## config.mk

```make
export PLATFORM = sky130hd
export DESIGN_NAME = cy_clken_scheduler
export DESIGN_NICKNAME = d
export VERILOG_FILES = /design/src/rtl/cy_clken_scheduler.sv
export SDC_FILE = /design/constraint.sdc
export NUM_CORES = 1
export LEC_CHECK = 0
export ABC_AREA = 1
export BUFFER_PORTS_ARGS = -buffer_cell sky130_fd_sc_hd__buf_4
export CORE_MARGIN = 10
export CORE_UTILIZATION = 25
export CTS_BUF_LIST = sky130_fd_sc_hd__clkbuf_8
export CTS_CLUSTER_SIZE = 25
export DETAILED_ROUTE_END_ITERATION = 16
export GPL_ROUTABILITY_DRIVEN = 1
export PLACE_DENSITY = 0.38
export RECOVER_POWER = 25
export SYNTH_ARGS = -nofsm -noshare
export SYNTH_HDL_FRONTEND = slang
export SYNTH_SLANG_ARGS = --single-unit
```

## constraint.sdc

```tcl
create_clock -name clock -period 3.15 [get_ports clock]
set_input_delay 0.4725 -clock clock [delete_from_list [all_inputs] [get_ports clock]]
set_output_delay 0.4725 -clock clock [all_outputs]
set_load 0.02 [all_outputs]
```

## src/rtl/cy_clken_scheduler.sv

```systemverilog
// cy_clken_scheduler: round-robin owner of one shared clock enable.
// A granted requester gets a burst of burst_len enabled cycles (0 means
// 2^BurstWidth). The burst may be paused with hold or aborted by dropping
// req. Every grant ends with a one-cycle GAP before the next arbitration.
`timescale 1ns/1ps
module cy_clken_scheduler #(
  parameter int NumReq     = 4,
  parameter int BurstWidth = 8
) (
  input  logic                  clock,
  input  logic                  reset_n,
  input  logic [3:0]            req,
  input  logic [BurstWidth-1:0] burst_len,
  input  logic                  hold,
  output logic                  en_out,
  output logic [3:0]            grant,
  output logic                  busy,
  output logic [3:0]            done
);

  typedef enum logic [1:0] {IDLE, RUN, GAP} state_t;

  localparam logic [BurstWidth:0] CntOne = {{BurstWidth{1'b0}}, 1'b1};

  state_t              state_q;
  logic [3:0]          grant_q;
  logic [3:0]          done_q;
  logic [1:0]          owner_q;
  logic [1:0]          ptr_q;
  logic [BurstWidth:0] cnt_q;

  logic [3:0]          req_valid;
  logic                found_d;
  logic [1:0]          pick_d;
  logic [2:0]          idx_d;
  logic [1:0]          ptr_adv_d;
  logic [BurstWidth:0] cnt_load_d;

  // Requesters at or above NumReq are masked off so they can never win.
  for (genvar gi = 0; gi < 4; gi++) begin : g_req_mask
    if (gi < NumReq) begin : g_live
      assign req_valid[gi] = req[gi];
    end else begin : g_dead
      assign req_valid[gi] = 1'b0;
    end
  end

  // Round-robin search: first valid requester at or after ptr, with wrap.
  always_comb begin
    found_d = 1'b0;
    pick_d  = ptr_q;
    idx_d   = 3'd0;
    for (int k = 0; k < NumReq; k++) begin
      idx_d = {1'b0, ptr_q} + 3'(k);
      if (idx_d >= 3'(NumReq)) begin
        idx_d = idx_d - 3'(NumReq);
      end
      if (!found_d && req_valid[idx_d[1:0]]) begin
        found_d = 1'b1;
        pick_d  = idx_d[1:0];
      end
    end
  end

  // Pointer after the current owner finishes, and the burst length to load.
  always_comb begin
    ptr_adv_d  = (owner_q == 2'(NumReq - 1)) ? 2'd0 : owner_q + 2'd1;
    cnt_load_d = (burst_len == '0) ? {1'b1, {BurstWidth{1'b0}}} : {1'b0, burst_len};
  end

  // The enable follows hold combinationally, but only while a burst runs.
  assign en_out = (state_q == RUN) && !hold;
  assign busy   = |grant_q;
  assign grant  = grant_q;
  assign done   = done_q;

  // Scheduler FSM: arbitrate, count enabled cycles, finish or abort into GAP.
  always_ff @(posedge clock) begin
    if (!reset_n) begin
      state_q <= IDLE;
      grant_q <= '0;
      done_q  <= '0;
      owner_q <= '0;
      ptr_q   <= '0;
      cnt_q   <= '0;
    end else begin
      done_q <= '0;
      case (state_q)
        IDLE, GAP: begin
          if (found_d) begin
            state_q <= RUN;
            owner_q <= pick_d;
            grant_q <= 4'b0001 << pick_d;
            cnt_q   <= cnt_load_d;
          end else begin
            state_q <= IDLE;
          end
        end
        RUN: begin
          if (en_out && (cnt_q == CntOne)) begin
            // Last enabled cycle wins over a simultaneous req drop.
            done_q  <= grant_q;
            grant_q <= '0;
            cnt_q   <= '0;
            ptr_q   <= ptr_adv_d;
            state_q <= GAP;
          end else if (!req_valid[owner_q]) begin
            grant_q <= '0;
            cnt_q   <= '0;
            ptr_q   <= ptr_adv_d;
            state_q <= GAP;
          end else if (en_out) begin
            cnt_q <= cnt_q - CntOne;
          end
        end
        default: state_q <= IDLE;
      endcase
    end
  end

endmodule

```

==> After elaboration in Yosys (flattened, before gate mapping) <==
Index checks and enable logic that the tools add are counted.
{ "classes": {"add_sub_neg": 9, "n_lt_le_gt_ge": 9, "eq_ne": 8, "n_shift": 1, "mux": 39, "n_reduce_logical": 19} }
{ "op_table": {"columns": ["op", "count"], "rows": [
  ["9-bit two-way mux", 5],
  ["2-bit two-way mux", 13],
  ["9-bit case mux with 2 select lines", 1],
  ["2-bit by 3-bit < comparator with 1-bit output, second input constant", 5],
  ["4-bit two-way mux", 3],
  ["1-bit binary-select mux with 2-bit select", 5],
  ["1-bit two-way mux", 10],
  ["9-bit by 1-bit equality test with 1-bit output, second input constant", 1],
  ["3-bit greater-or-equal comparator, second input constant", 3],
  ["3-bit AND reduction", 3],
  ["9-bit by 1-bit subtractor with 9-bit output, second input constant", 1],
  ["8-bit zero test", 1],
  ["4-bit case mux with 2 select lines", 1],
  ["2-bit by 1-bit subtractor with 2-bit output, second input constant", 4],
  ["2-bit by 2-bit adder with 3-bit output, second input constant", 2],
  ["1-bit logical AND", 5],
  ["2-bit equality test, second input constant", 2],
  ["1-bit zero test", 4],
  ["2-bit inequality test, second input constant", 2],
  ["4-bit inequality test, second input constant", 1],
  ["2-bit case mux with 2 select lines", 1],
  ["2-bit AND reduction", 2],
  ["4-bit OR reduction", 1],
  ["1-bit by 2-bit left shift with 4-bit output, first input constant", 1],
  ["other kinds (8)", 8]
]} }
{ "word_totals": {"reg_bits": 23, "in_bits": 15, "word_cells": 91} }

==> Logic depth before layout (Yosys ltp) <==
{ "logic_depth": {"ltp_word": 17, "ltp_mapped": 15, "ltp_nobuf": 14} }

==> Worst setup path after synthesis <==
Ideal clock, no wire load.
{ "synth_path": {"path_type": "reg-to-reg", "from": "register state_q[0]", "to": "register cnt_q[0]", "arrival_ns": 1.643, "required_time_ns": 3.037, "path_slack_ns": 1.394, "path_stages_with_launch": 9, "cell_sequence": "dfxtp_1 -> nand2_1 -> nor2_1 -> nand4_1 -> nand3_1 -> clkbuf_1 -> o21ai_0 -> o21ai_1 -> nor2_1"} }
{ "synth_via": {"elab_chain_len": 5, "word_cells_on_any_way": 12, "classes_between": "eq/ne (4); mux (2); reduce/logical (6)"} }
{ "synth_lines": {"columns": ["item", "line", "rtl"], "rows": [
  ["start: declaration", "25", "state_t state_q;"],
  ["start signal: assignment", "80", "state_q <= IDLE;"],
  ["start signal: assignment", "91", "state_q <= RUN;"],
  ["start signal: assignment", "96", "state_q <= IDLE;"],
  ["2-bit by 1-bit equality test with 1-bit output (*)", "72", "assign en_out = (state_q == RUN) && !hold;"],
  ["1-bit logical AND (*)", "72", null],
  ["net en_out", "15", "output logic en_out,"],
  ["1-bit logical AND", "100", "if (en_out && (cnt_q == CntOne)) begin"],
  ["4-bit inequality test (no source line) or 9-bit two-way mux (tied branches)", null, null],
  ["3-bit AND reduction (no source line) or 9-bit case mux with 2 select lines (tied branches)", null, null],
  ["end signal: assignment", "94", "cnt_q <= cnt_load_d;"],
  ["end signal: assignment", "113", "cnt_q <= cnt_q - CntOne;"],
  ["end: declaration", "30", "logic [BurstWidth:0] cnt_q;"]
]} }
The timed path passes the listed nets; every way through them passes the cells marked *.
A chain may end at the register's enable or synchronous reset.

==> Final worst setup path <==
{ "layout_path": {"from": "register ptr_q[0]", "to": "register cnt_q[4]"} }
{ "layout_via": {"elab_chain_len": 16, "word_cells_on_any_way": 35, "classes_between": "add/sub (7); order compare (4); eq/ne (1); mux (16); reduce/logical (7)"} }
{ "layout_lines": {"columns": ["item", "line", "rtl"], "rows": [
  ["start: declaration", "29", "logic [1:0] ptr_q;"],
  ["start signal: assignment", "105", "ptr_q <= ptr_adv_d;"],
  ["start signal: assignment", "110", "ptr_q <= ptr_adv_d;"],
  ["parallel branches: the longest is 13 deep, another holds 2-bit by 1-bit adder with 3-bit output", null, null],
  ["1-bit two-way mux (*)", "58", "if (!found_d && req_valid[idx_d[1:0]]) begin"],
  ["2-bit inequality test (no source line) (*)", null, null],
  ["3-bit AND reduction (no source line) (*)", null, null]
]} }
Every way passes the cells marked *. The select of a mux whose other input is x is not followed.

==> impl_metrics.py <==
metrics = {
    "power_and_ir_drop": {
        "switchingPower_w": 0.000877,
        "finalPower_w": 0.00171,
        "internal_power_w": 0.000830,
        "vdd_drop_max_v": 0.000279,
        "seqPwrFrac": 0.293,
        "p_leak_nw": 0.820,
        "powerDensity_nw_per_um2": 975,
        "comb_power_share": 0.593,
        "p_sw_frac": 0.514,
        "clkPwrFrac": 0.113,
    },
    "floorplanning": {
        "dieArea_sq_um": 9490,
        "boundaryPins": 25,
        "rows": 28,
        "start_util": 0.255,
        "die_h_um": 97.4,
        "core_area_sq_um": 5890,
        "die_x_um": 97.4,
    },
    "place": {
        "place.gp.congestion": 0.765,
        "placed_area_sq_um": 1740,
        "placed_cells": 326,
        "post-place-ws_ns": 0.852,
        "dpl.hpwl_um": 3290,
        "port_buffers": 24,
    },
    "route": {
        "avgRoutedWirePerCell_um": 12.7,
        "via_per_inst": 4.52,
        "drt_iter0_drc": 53,
        "vias": 1491,
        "remaining_drc_errors": 0,
        "firstDrtPassIters": 4,
        "wl_um": 4200,
        "antenna_left": 0,
    },
    "grt": {
        "grt_max_degree": 14,
        "grt_pass1_vias": 1556,
        "grt_pass1_wl_um": 7420,
        "gr-total-overflow": 0,
        "grt_antenna_before_repair": 0,
        "grt_usage": 0.0914,
    },
    "sta": {
        "tns_ns": 0,
        "worst_pin_slew_ns": 0.447,
        "drv_slew": 0,
        "period_share": 0.727,
        "setup_slack_ns": 0.860,
        "finalClockSkew_ns": 0.00598,
        "setup_violations": 0,
        "fin_crit_ns": 2.29,
        "fmax_mhz": 437,
        "maxSlewHeadroom": 0.702,
        "hold_violations": 0,
        "rsz0062_at_grt": "false",
    },
    "setup_path": {
        "r2r_setup_slack_ns": 0.86,
        "end_kind": "flip-flop",
        "crit_path_start_kind": "flip-flop",
        "worst-endpoint-required_ns": 3.32,
        "cpMaxStageDelayCell": "dfxtp_1",
        "slowest_delay_ns": 0.60,
        "path_cells": "inv_2 > nand2_1 > nand2_2 > nand2_2 > nand2_4 > nor2_8 > nand3b_4 > or2_1 > nand2_2 > inv_2 > nor2_1 > nor2_1",
        "crit_fanout": 12,
        "path_common_cell": "nand2_2",
        "crit_arrival_ns": 2.46,
        "path_class": "flip-flop to flip-flop",
    },
    "clocking": {
        "cts.sinks": 23,
        "postCtsSetupRepairBufs": 0,
        "cts_tree": "done",
        "cts_made_buffers": 3,
        "postCtsHoldBufs": 0,
        "clock_latency_ns": 0.27,
        "clock-root-buffer": "clkbuf_8",
        "clk_pin_slew_ns": 0.09,
        "clock_path_buffers": 2,
        "cts_max_level": 1,
        "cts_resized": 0,
    },
    "logic_synthesis": {
        "syn_nets": 250,
        "yosysMostFrequentCell": "nand2_1",
        "ys_top_cells_by_area": "dfxtp_1, nand2_1, nor2_1, inv_1, nand3_1",
        "syn_avg_cell_area_sq_um": 6.46,
        "synthTopCellsByCount": "nand2_1, nor2_1, dfxtp_1",
        "synth_area_sq_um": 1500,
        "ys_seq_area_frac": 0.307,
        "syn-instance-count": 232,
        "async_flop_share": 0,
        "synth-seq-cells": 23,
        "ys.flop_type": "dfxtp_1",
        "ys_warn_count": 0,
        "synth_largest_area_cell": "dfxtp_1",
        "synth.top_cell.area_share": 0.307,
        "synth-edff-count": 0,
        "ys_types": 27,
    },
    "flow_run": {
        "maxCapViolations": 0,
    },
    "cells_and_area": {
        "fin_cells": 330,
        "diodes": 0,
        "drive_gt1_frac": 0.149,
        "layout.nets": 274,
        "final_cell_area_sq_um": 1750,
        "area_delta_synth_final_pct": 16.9,
    },
    "hold_path": {
        "hold_class": "flip-flop to flip-flop",
    },
    "run_status": {
        "status": "finished clean",
    },
}
## layout by cell type, fill, tap and decap left out, types with 4 or more instances in the layout
cell | netlist | layout
o21ai_1 | 8 | 8
nand4_1 | 9 | 9
nor3_1 | 4 | 4
xor2_1 | 4 | 4
nand3_1 | 16 | 16
buf_4 | 1 | 16
nand2_2 | 10 | 10
nand2_1 | 57 | 57
o21ai_0 | 11 | 11
a21oi_1 | 11 | 11
inv_1 | 22 | 22
dfxtp_1 | 23 | 23
clkbuf_1 | 1 | 8
nor2_1 | 32 | 32
## cells by family after synthesis
logic type | share of synthesized area
AO/OA/AOI/OAI | 0.118
adder cells (fa/ha/maj) | 0.0250
buffers and inverters | 0.0901
flip-flops | 0.307
AND/OR/NAND/NOR | 0.419
XOR/XNOR | 0.0409
## cell type report
cell class | instances | area [sq um]
fill | 670 | 4130
timing repair buffer | 24 | 150
clock buffer | 3 | 41.3
tap | 75 | 93.8
multi-input combinational | 178 | 903
sequential | 23 | 460
inverter | 26 | 97.6
clock inverter | 1 | 5.00
## routing by layer
layer,routed length [um],vias up,share of wire,GRT usage
li1,-,797,-,-
met5,0,-,0,0
met3,163,2,0.039,0.0284
met4,17,0,0.0040,0.0201
met1,1960,669,0.47,0.107
met2,2060,23,0.49,0.158
## path summary, 6_finish.rpt
check,startpoint,endpoint,depth (start not counted)
setup / recovery,ptr_q[0]$_SDFFE_PN0P_,cnt_q[4]$_SDFFE_PN0P_,12
hold reg to reg,grant[3]$_SDFFE_PN0P_,done[3]$_SDFF_PN0_,2
hold / removal,grant[3]$_SDFFE_PN0P_,done[3]$_SDFF_PN0_,2
setup reg to reg,ptr_q[0]$_SDFFE_PN0P_,cnt_q[4]$_SDFFE_PN0P_,12
## power by group through the flow
stage               logic (W)  clock network (W)  registers (W)
floorplan            0.000805                  0       0.000492
global placement      0.00106                  0       0.000510
detailed placement    0.00104                  0       0.000508
CTS                   0.00104           0.000206       0.000502
global route          0.00118           0.000215       0.000519
finish                0.00101           0.000194       0.000501
## metrics by stage
stage / util / hold slack (ns)
4_1_cts: 0.303 / 0.491
2_1_floorplan: - / 0.455
6_report: 0.298 / 0.488
5_1_grt: 0.298 / 0.510
3_3_place_gp: 0.295 / 0.472
3_5_place_dp: 0.295 / 0.476
## worst max-delay path, delay by kind of cell (launching register included)
kind	cells	cell delay, ns
buffers and inverters	2	0.37
flip-flops	1	0.60
AND/OR/NAND/NOR	10	1.20
## registers in the layout, indices dropped and copies added, names as in the netlist
signal	flops
owner_q	2
cnt_q	9
ptr_q	2
state_q	2
done	4
grant	4
(Power assumes the default switching activity.)
